**src/rtl/cbd_poly_buf_pkg.sv**
```systemverilog
`default_nettype none
// ============================================================================
// Module      : cbd_poly_buf_pkg
// Description : Shared Kyber configuration constants and the state encoding
//               for the CBD polynomial buffer.
//               KYBER_Q    - Kyber modulus
//               KYBER_N    - polynomial length in coefficients
//               CBD_BEAT_W - width of one CBD input beat
//               CBD_COEF_W - width of one CBD coefficient lane
//               COEF_W     - width of one reduced coefficient
// Revision    : 1.0 - initial release
// ============================================================================
package cbd_poly_buf_pkg;

    localparam int KYBER_Q    = 3329;
    localparam int KYBER_N    = 256;
    localparam int CBD_BEAT_W = 48;
    localparam int CBD_COEF_W = 3;
    localparam int CBD_LANES  = CBD_BEAT_W / CBD_COEF_W;
    localparam int COEF_W     = 12;

    // Buffer FSM encoding
    typedef logic [1:0] state_t;
    localparam state_t S_IDLE  = 2'd0;
    localparam state_t S_FILL  = 2'd1;
    localparam state_t S_DRAIN = 2'd2;
    localparam state_t S_DONE  = 2'd3;

endpackage
`default_nettype wire

```
**src/rtl/cbd_modq3.sv**
```systemverilog
`default_nettype none
// ============================================================================
// Module      : cbd_modq3
// Description : Maps one 3-bit two's-complement CBD coefficient to its
//               residue in [0, Q-1]. A negative value c becomes Q+c, which
//               for a 3-bit pattern equals (Q-8) + unsigned(pattern).
//               The pattern 3'b100 (-4) is outside the CBD range; it still
//               maps through the same formula (Q-4) and raises err.
// Ports       : cbd     in  3   two's-complement coefficient
//               residue out 12  reduced coefficient
//               err     out 1   cbd was 3'b100
// Revision    : 1.0 - initial release
// ============================================================================
module cbd_modq3
    import cbd_poly_buf_pkg::*;
#(
    parameter int Q = KYBER_Q
) (
    input  logic [CBD_COEF_W-1:0] cbd,
    output logic [COEF_W-1:0]     residue,
    output logic                  err
);

    localparam logic [COEF_W-1:0] c_neg_base = COEF_W'(Q - 8);

    always_comb begin
        if (cbd[CBD_COEF_W-1]) begin
            residue = c_neg_base + {{(COEF_W-CBD_COEF_W){1'b0}}, cbd};
        end else begin
            residue = {{(COEF_W-CBD_COEF_W){1'b0}}, cbd};
        end
        err = (cbd == 3'b100);
    end

endmodule
`default_nettype wire

```
**src/rtl/cbd_poly_buf.sv**
```systemverilog
`default_nettype none
// ============================================================================
// Module      : cbd_poly_buf
// Description : Collects one polynomial of CBD coefficients arriving LANES
//               per beat, reduces every lane into [0, Q-1] as it is written,
//               then streams the polynomial out one coefficient per transfer
//               in index order, followed by a one-cycle done pulse.
// Ports       : i_clk          in  1         clock, rising edge
//               i_rstn         in  1         async active-low reset
//               i_coeffs       in  3*LANES   beat, lane 0 in the top bits
//               i_coeffs_valid in  1         beat valid
//               o_coeffs_ready out 1         beat accepted this cycle
//               o_coef         out 12        reduced coefficient
//               o_coef_idx     out log2(N)   index of o_coef
//               o_coef_valid   out 1         o_coef/o_coef_idx valid
//               i_coef_ready   in  1         consumer accepts o_coef
//               o_done         out 1         pulse after last coefficient
//               o_err          out 1         sticky, a lane carried 3'b100
// Revision    : 1.0 - initial release
// ============================================================================
module cbd_poly_buf
    import cbd_poly_buf_pkg::*;
#(
    parameter int N     = KYBER_N,
    parameter int LANES = CBD_LANES,
    parameter int Q     = KYBER_Q
) (
    input  logic                          i_clk,
    input  logic                          i_rstn,
    input  logic [CBD_COEF_W*LANES-1:0]   i_coeffs,
    input  logic                          i_coeffs_valid,
    output logic                          o_coeffs_ready,
    output logic [COEF_W-1:0]             o_coef,
    output logic [$clog2(N)-1:0]          o_coef_idx,
    output logic                          o_coef_valid,
    input  logic                          i_coef_ready,
    output logic                          o_done,
    output logic                          o_err
);

    localparam int IDX_W  = $clog2(N);
    localparam int BEATS  = N / LANES;
    localparam int BEAT_W = $clog2(BEATS);

    localparam logic [BEAT_W-1:0] c_last_beat = BEAT_W'(BEATS - 1);
    localparam logic [IDX_W-1:0]  c_last_idx  = IDX_W'(N - 1);

    state_t             r_state;
    state_t             w_state_nxt;
    logic [BEAT_W-1:0]  r_beat_cnt;
    logic [IDX_W-1:0]   r_idx;
    logic               r_err;

    logic               w_beat_xfer;
    logic               w_coef_xfer;

    logic [COEF_W-1:0]  w_res      [LANES];
    logic [LANES-1:0]   w_lane_err;

    logic [COEF_W-1:0]  r_buf      [N];

    assign w_beat_xfer = i_coeffs_valid & o_coeffs_ready;
    assign w_coef_xfer = o_coef_valid & i_coef_ready;

    // ------------------------------------------------------------------
    // Per-lane reduction; lane 0 sits in the most significant bits.
    // ------------------------------------------------------------------
    for (genvar j = 0; j < LANES; j++) begin : g_lane
        cbd_modq3 #(
            .Q (Q)
        ) u_modq3 (
            .cbd     (i_coeffs[CBD_COEF_W*(LANES-1-j) +: CBD_COEF_W]),
            .residue (w_res[j]),
            .err     (w_lane_err[j])
        );
    end

    // ------------------------------------------------------------------
    // Coefficient register file. Each entry knows statically which beat
    // and lane feed it, so the write side is just an enable compare.
    // No reset: every entry is rewritten before the drain can read it.
    // ------------------------------------------------------------------
    for (genvar e = 0; e < N; e++) begin : g_buf
        localparam int c_beat = e / LANES;
        localparam int c_lane = e % LANES;

        always_ff @(posedge i_clk) begin
            if (w_beat_xfer && (r_beat_cnt == BEAT_W'(c_beat))) begin
                r_buf[e] <= w_res[c_lane];
            end
        end
    end

    // ------------------------------------------------------------------
    // FSM: state register
    // ------------------------------------------------------------------
    always_ff @(posedge i_clk or negedge i_rstn) begin
        if (!i_rstn) begin
            r_state <= S_IDLE;
        end else begin
            r_state <= w_state_nxt;
        end
    end

    // ------------------------------------------------------------------
    // FSM: next-state logic
    // ------------------------------------------------------------------
    always_comb begin
        w_state_nxt = r_state;
        case (r_state)
            S_IDLE: begin
                if (w_beat_xfer) begin
                    w_state_nxt = S_FILL;
                end
            end
            S_FILL: begin
                if (w_beat_xfer && (r_beat_cnt == c_last_beat)) begin
                    w_state_nxt = S_DRAIN;
                end
            end
            S_DRAIN: begin
                if (w_coef_xfer && (r_idx == c_last_idx)) begin
                    w_state_nxt = S_DONE;
                end
            end
            S_DONE: begin
                w_state_nxt = S_IDLE;
            end
            default: begin
                w_state_nxt = S_IDLE;
            end
        endcase
    end

    // ------------------------------------------------------------------
    // FSM: outputs. Ready is gated by the reset pin so that it drops the
    // moment reset is asserted, not at the next clock.
    // ------------------------------------------------------------------
    always_comb begin
        o_coeffs_ready = 1'b0;
        o_coef_valid   = 1'b0;
        o_done         = 1'b0;
        case (r_state)
            S_IDLE,
            S_FILL:  o_coeffs_ready = i_rstn;
            S_DRAIN: o_coef_valid   = 1'b1;
            S_DONE:  o_done         = 1'b1;
            default: o_done         = 1'b0;
        endcase
        o_coef = o_coef_valid ? r_buf[r_idx] : '0;
    end

    assign o_coef_idx = r_idx;
    assign o_err      = r_err;

    // ------------------------------------------------------------------
    // Beat counter: advances on every accepted beat, wraps after the last
    // beat of the polynomial; holds across upstream bubbles.
    // ------------------------------------------------------------------
    always_ff @(posedge i_clk or negedge i_rstn) begin
        if (!i_rstn) begin
            r_beat_cnt <= '0;
        end else if (w_beat_xfer) begin
            if (r_beat_cnt == c_last_beat) begin
                r_beat_cnt <= '0;
            end else begin
                r_beat_cnt <= r_beat_cnt + BEAT_W'(1);
            end
        end
    end

    // ------------------------------------------------------------------
    // Drain index: advances only on an accepted coefficient, so output
    // data and index hold while the consumer stalls.
    // ------------------------------------------------------------------
    always_ff @(posedge i_clk or negedge i_rstn) begin
        if (!i_rstn) begin
            r_idx <= '0;
        end else if (w_coef_xfer) begin
            if (r_idx == c_last_idx) begin
                r_idx <= '0;
            end else begin
                r_idx <= r_idx + IDX_W'(1);
            end
        end
    end

    // ------------------------------------------------------------------
    // Sticky error: only lanes of beats actually accepted count.
    // ------------------------------------------------------------------
    always_ff @(posedge i_clk or negedge i_rstn) begin
        if (!i_rstn) begin
            r_err <= 1'b0;
        end else if (w_beat_xfer && (|w_lane_err)) begin
            r_err <= 1'b1;
        end
    end

endmodule
`default_nettype wire

```
**config.mk**
```make
export PLATFORM = sky130hd
export DESIGN_NAME = cbd_poly_buf
export DESIGN_NICKNAME = d
export VERILOG_FILES = /design/src/rtl/cbd_poly_buf_pkg.sv /design/src/rtl/cbd_modq3.sv /design/src/rtl/cbd_poly_buf.sv
export SDC_FILE = /design/constraint.sdc
export NUM_CORES = 1
export LEC_CHECK = 0
export CORE_ASPECT_RATIO = 0.5
export CORE_MARGIN = 3
export CORE_UTILIZATION = 55
export DETAILED_ROUTE_END_ITERATION = 6
export PLACE_DENSITY = 0.7
export SETUP_SLACK_MARGIN = 0.05
export SLEW_MARGIN = 40
export SYNTH_ARGS = -nofsm -noshare
export SYNTH_HDL_FRONTEND = slang
export SYNTH_SLANG_ARGS = --single-unit
```
**constraint.sdc**
```tcl
create_clock -name i_clk -period 17.6 [get_ports i_clk]
set_clock_uncertainty 0.1 [all_clocks]
set_input_delay 1.76 -clock i_clk [delete_from_list [all_inputs] [get_ports i_clk]]
set_output_delay 1.76 -clock i_clk [all_outputs]
set_load 0.01 [all_outputs]
```
# After elaboration in Yosys (flattened, before gate mapping)
# Memories as Yosys holds them, arrays and structs flattened.
# Cells that the tools add are included.
# Widths: inputs -> output; s select.
# totals
reg_bits,15
latch_bits,0
ram_bits,3072
rom_bits,0
out_inout_bits,24
n_memories,1
# op_classes
add_sub_neg,18
n_mul,0
n_div,0
order_cmp,0
eq_ne,38
shifts,0
mux,778
n_bitwise,2
n_reduce_logical,263
# mem_list
memory,words,width,rd,rd_clocked_by_memory_dff,wr,line,rtl
r_buf,256,12,1,0,16,cbd_poly_buf.sv:60,logic [COEF_W-1:0] r_buf [N];
# op_table
operator,count
$mux 12,257
$reduce_or 12->1,240
$mux 8,241
$mux 1,275
$add 11x4->12 const A,16
$eq 3x3->1 const B,16
$eq 4x4->1 const B,8
$logic_and 1x1->1,18
$eq 4x3->1 const B,4
$reduce_or 16->1,1
$add 8x1->8 const B,1
$eq 4x2->1 const B,2
$eq 8x8->1 const B,1
$pmux 2 s4,1
$mux 2,3
$ne 2x2->1 const B,3
$add 4x1->4 const B,1
$eq 2x2->1 const B,2
$eq 4x1->1 const B,1
$logic_not 4->1,1
$mux 4,1
$reduce_and 3->1,1
$and 1x1->1,2
$eq 2x1->1 const B,1
2 further kinds,2

# Logic depth before layout (Yosys ltp)
# depth
ltp_word,23
mapped_depth,14

# Modules after synthesis
# From an unflattened synthesis, not the netlist that was laid out.
# hier_totals
hier_cells,5471
hier_area_um2,120396.7
# modules_own_cells
mod,instances,cells_each,area_each_um2,seq_area_each_um2
cbd_poly_buf,1,5183,118174.6,92623.8
cbd_modq3,16,18,138.9,0.0

# Least setup slack after synthesis
# OpenSTA, ideal clock, no wires.
# synth_timing
path_kind,input to register
startpoint,input port i_rstn
endpoint,memory r_buf[48][0] (enable)
setup_time_ns,0.668
arrival_time_ns,8.995
required_time_ns,16.832
path_slack_ns,7.837
cell_stages,5
n_path_buf,1
cell_sequence,o21a_1 -> and2_1 -> clkbuf_1 -> nand2_1 -> nor3_1
# synth_rtl
element,line,rtl
from (decl),cbd_poly_buf.sv:29,"input logic i_rstn,"
to (decl),cbd_poly_buf.sv:60,

# Worst setup path after layout
# layout_timing
startpoint,register r_idx[1] (netlist: o_coef_idx[1])
endpoint,output port o_coef[4]
# layout_between
elab_chain_cells,2
# layout_rtl
element,line,rtl
from (decl),cbd_poly_buf.sv:51,logic [IDX_W-1:0] r_idx;
from (signal assigned),cbd_poly_buf.sv:183,r_idx <= r_idx + IDX_W'(1);
$mem_v2 256x12,-,
$mux 12,cbd_poly_buf.sv:150,o_coef = o_coef_valid ? r_buf[r_idx] : '0;
to (decl),cbd_poly_buf.sv:33,"output logic [COEF_W-1:0] o_coef,"
# No other way between the ends.

==> results.cfg <==
[status]
status = finished, final reports clean

[synthesis]
syn_nets = 3031
ys_types = 71
synthesis.area_um2 = 61300
yosysWarnings = 0
ys.flop_type = edfxtp_1
syn_area_per_cell_um2 = 20.9
ys_async_sr_fraction = 0.00967
yosys_register_bits = 1551
synth-seq-area-share = 0.758
synth_cells = 2937
synth_edf_count = 1536

[clock_tree]
clock-root-buffer = clkbuf_16
clk_path_buf_depth = 3
htree_levels = 4
postCtsSetupRepairBufs = 0
hold_buffers = 0
clkSinkCount = 1551
path_clk_slew_ns = 0.06
clock_latency_ns = 0.76
cts_tree = yes
post_cts_resized = 0
cts_buffers = 135

[worst_setup_path]
worst_r2r_path_depth = 8
cp_max_fo = 63
worst_setup_path_start_kind = register
r2r-end = r_state[1]$_DFFE_PN0P_
critPathRequiredTime_ns = 15.74
crit_type = register to primary output
worstSetupEndpointType = primary output
reg2reg_from = o_coef_idx[0]$_DFFE_PN0N_
r2r_slack_ns = 13.98
cp.arrival_ns = 5.63

[timing]
worst_pin_slew_ns = 0.922
whs_ns = 0.377
min_period_ns = 7.49
tns_ns = 0
post-route-period-util = 0.426
worst_slack_ns = 10.11
rsz0062_at_grt = no
max_freq_ghz = 0.133
finalSetupViolCount = 0
finalMaxSlewViolations = 0
finalHoldViolCount = 0
relSlewSlack = 0.384

[power]
p_switching_mw = 2.95
p_seq_frac = 0.433
p_int_mw = 6.93
peakVddDrop_mv = 0.0971
cellLeakagePower_nw = 22.2
pwr-share-clk = 0.295
p_sw_frac = 0.299
p_comb_frac = 0.271
power_density_nw_per_um2 = 144

[routing]
wirelength_um = 159000
routedWlPerCell_um = 34.0
first_pass_iters = 5
vias_per_cell = 6.73
ant_nets = 0
vias = 31500
dr.first_iter.drc_count = 4344
route.detailed.drc = 0

[place]
gp_congestion = 0.857
dpl.cell_count = 4450
place_ws_ns = 10.63
port_buffers = 74
hpwl_um = 91700

[grt]
overflow = 0
grt_pass1_wl_um = 227000
grt_pass1_vias = 31200
antenna_found_initial = 7
grt_usage = 0.277
grt_max_degree = 108

[die]
num_rows = 85
die_x_um = 478
die_area_um2 = 116000
floorplan.die.height_um = 242
core_um2 = 109000
initial_core_util = 0.562
io_pins = 76

[layout]
drive_above_1_share = 0.215
fill_cells = 7265
nets = 3206
final_common_cell = edfxtp_1
final_cell_mix = 1536 x edfxtp_1, 291 x mux4_2, 231 x mux2i_1
seq_area_um2 = 46500
layout.cells.non_filler = 4684
area_delta_synth_final_pct = 12.1
multi_input_area_um2 = 14000
diodes = 0

[min_path]
min_to = o_err$_DFFE_PN0P_
hp-class = register to register
min_from = o_err$_DFFE_PN0P_
hold_depth = 1

[run]
cap_violations = 0
==> worst max-delay path, cell delays in order (launching register included) <==
cell and delay, ns:
dfrtp_4 0.99, buf_4 0.69, buf_6 0.63, nand2b_1 0.56, nor2_1 0.25, or4_1 0.13
o21ai_0 0.09, a21o_1 0.22, o31ai_1 0.33, o31ai_1 0.28, clkdlybuf4s50_1 0.55
==> metrics by stage <==
step / utilization / instance area, µm² / power (mW)
after floorplan: - / 61300 / 6.22
after global routing: 0.630 / 68700 / 10.2
after CTS: 0.629 / 68600 / 9.90
after detailed placement: 0.590 / 64400 / 7.01
final: 0.630 / 68700 / 9.88
after global placement: 0.585 / 63800 / 6.97
==> cells by family after synthesis <==
kind of cell	after synthesis	synth area share
mux	535	0.149
buf+inv	197	0.0231
fa+ha+maj	42	0.00857
other cells	1	0.0000612
flops	1551	0.758
compound gates	337	0.0374
xor+xnor	22	0.00314
simple gates	252	0.0198
==> cell type report <==
type,instances,share of cell area
multi-input combinational,1189,0.204
clock inverter,55,0.00732
inverter,40,0.00220
tap,1479,0.0269
sequential,1551,0.677
clock buffer,175,0.0544
timing repair buffer,195,0.0278
==> Yosys cell counts, types with 7 or more instances <==
| cell type | count | area [µm²] |
|---|---|---|
| mux2i_1 | 231 | 2310 |
| a31oi_1 | 11 | 68.8 |
| inv_1 | 37 | 139 |
| nor3_1 | 20 | 100 |
| nor2_1 | 50 | 188 |
| o22ai_1 | 38 | 238 |
| mux4_1 | 10 | 263 |
| nor4_1 | 7 | 43.8 |
| a22oi_1 | 42 | 315 |
| xor2_1 | 18 | 158 |
| edfxtp_1 | 1536 | 46100 |
| a211oi_1 | 9 | 67.6 |
| clkbuf_8 | 11 | 151 |
| nand2b_1 | 7 | 43.8 |
| clkbuf_1 | 25 | 93.8 |
| a21boi_0 | 17 | 128 |
| a22o_1 | 10 | 87.6 |
| buf_6 | 18 | 203 |
| buf_4 | 20 | 150 |
| buf_8 | 17 | 255 |
| mux4_2 | 291 | 6550 |
| o21ai_0 | 55 | 275 |
| a21oi_1 | 64 | 320 |
| and2_1 | 18 | 113 |
| nor2b_1 | 21 | 131 |
| ha_1 | 42 | 526 |
| nand2_1 | 90 | 338 |
| o221ai_1 | 31 | 272 |
| buf_2 | 49 | 245 |
| dfrtp_1 | 15 | 375 |
| nand3_1 | 19 | 95.1 |
| a221oi_1 | 30 | 263 |
==> routing by layer <==
metal | vias to the layer above | GRT usage | part of all wire
met5 | - | 0 | 0.00017
met4 | 4 | 0.101 | 0.035
met3 | 322 | 0.0565 | 0.11
met2 | 2038 | 0.420 | 0.47
met1 | 16600 | 0.405 | 0.39
li1 | 12500 | - | -
==> state kept, by name, summed over array words and instances (netlist names) <==
register    cells
o_coef_idx      8
r_buf        1536
r_beat_cnt      4
r_state         2
o_err           1
==> how the worst max path moves through the flow <==
stage	slack, ns	startpoint	to
2_1_floorplan	7.84	i_rstn	r_buf[48][0]$_DFFE_PP_
3_3_place_gp	10.13	o_coef_idx[0]$_DFFE_PN0N_	o_coef[1]
3_5_place_dp	10.63	o_coef_idx[0]$_DFFE_PN0N_	o_coef[10]
4_1_cts	9.79	o_coef_idx[0]$_DFFE_PN0N_	o_coef[10]
5_1_grt	9.90	o_coef_idx[0]$_DFFE_PN0N_	o_coef[11]
6_report	10.11	o_coef_idx[1]$_DFFE_PN0N_	o_coef[4]
==> power groups by stage <==
| stage | clock network, mW | registers (mW) | logic, mW |
|---|---|---|---|
| CTS | 2.95 | 4.29 | 2.65 |
| detailed placement | 0 | 4.37 | 2.63 |
| global placement | 0 | 4.37 | 2.60 |
| global route | 3.10 | 4.29 | 2.81 |
| finish | 2.92 | 4.28 | 2.68 |
| floorplan | 0 | 4.32 | 1.90 |
Power figures use the tool's default switching activity.
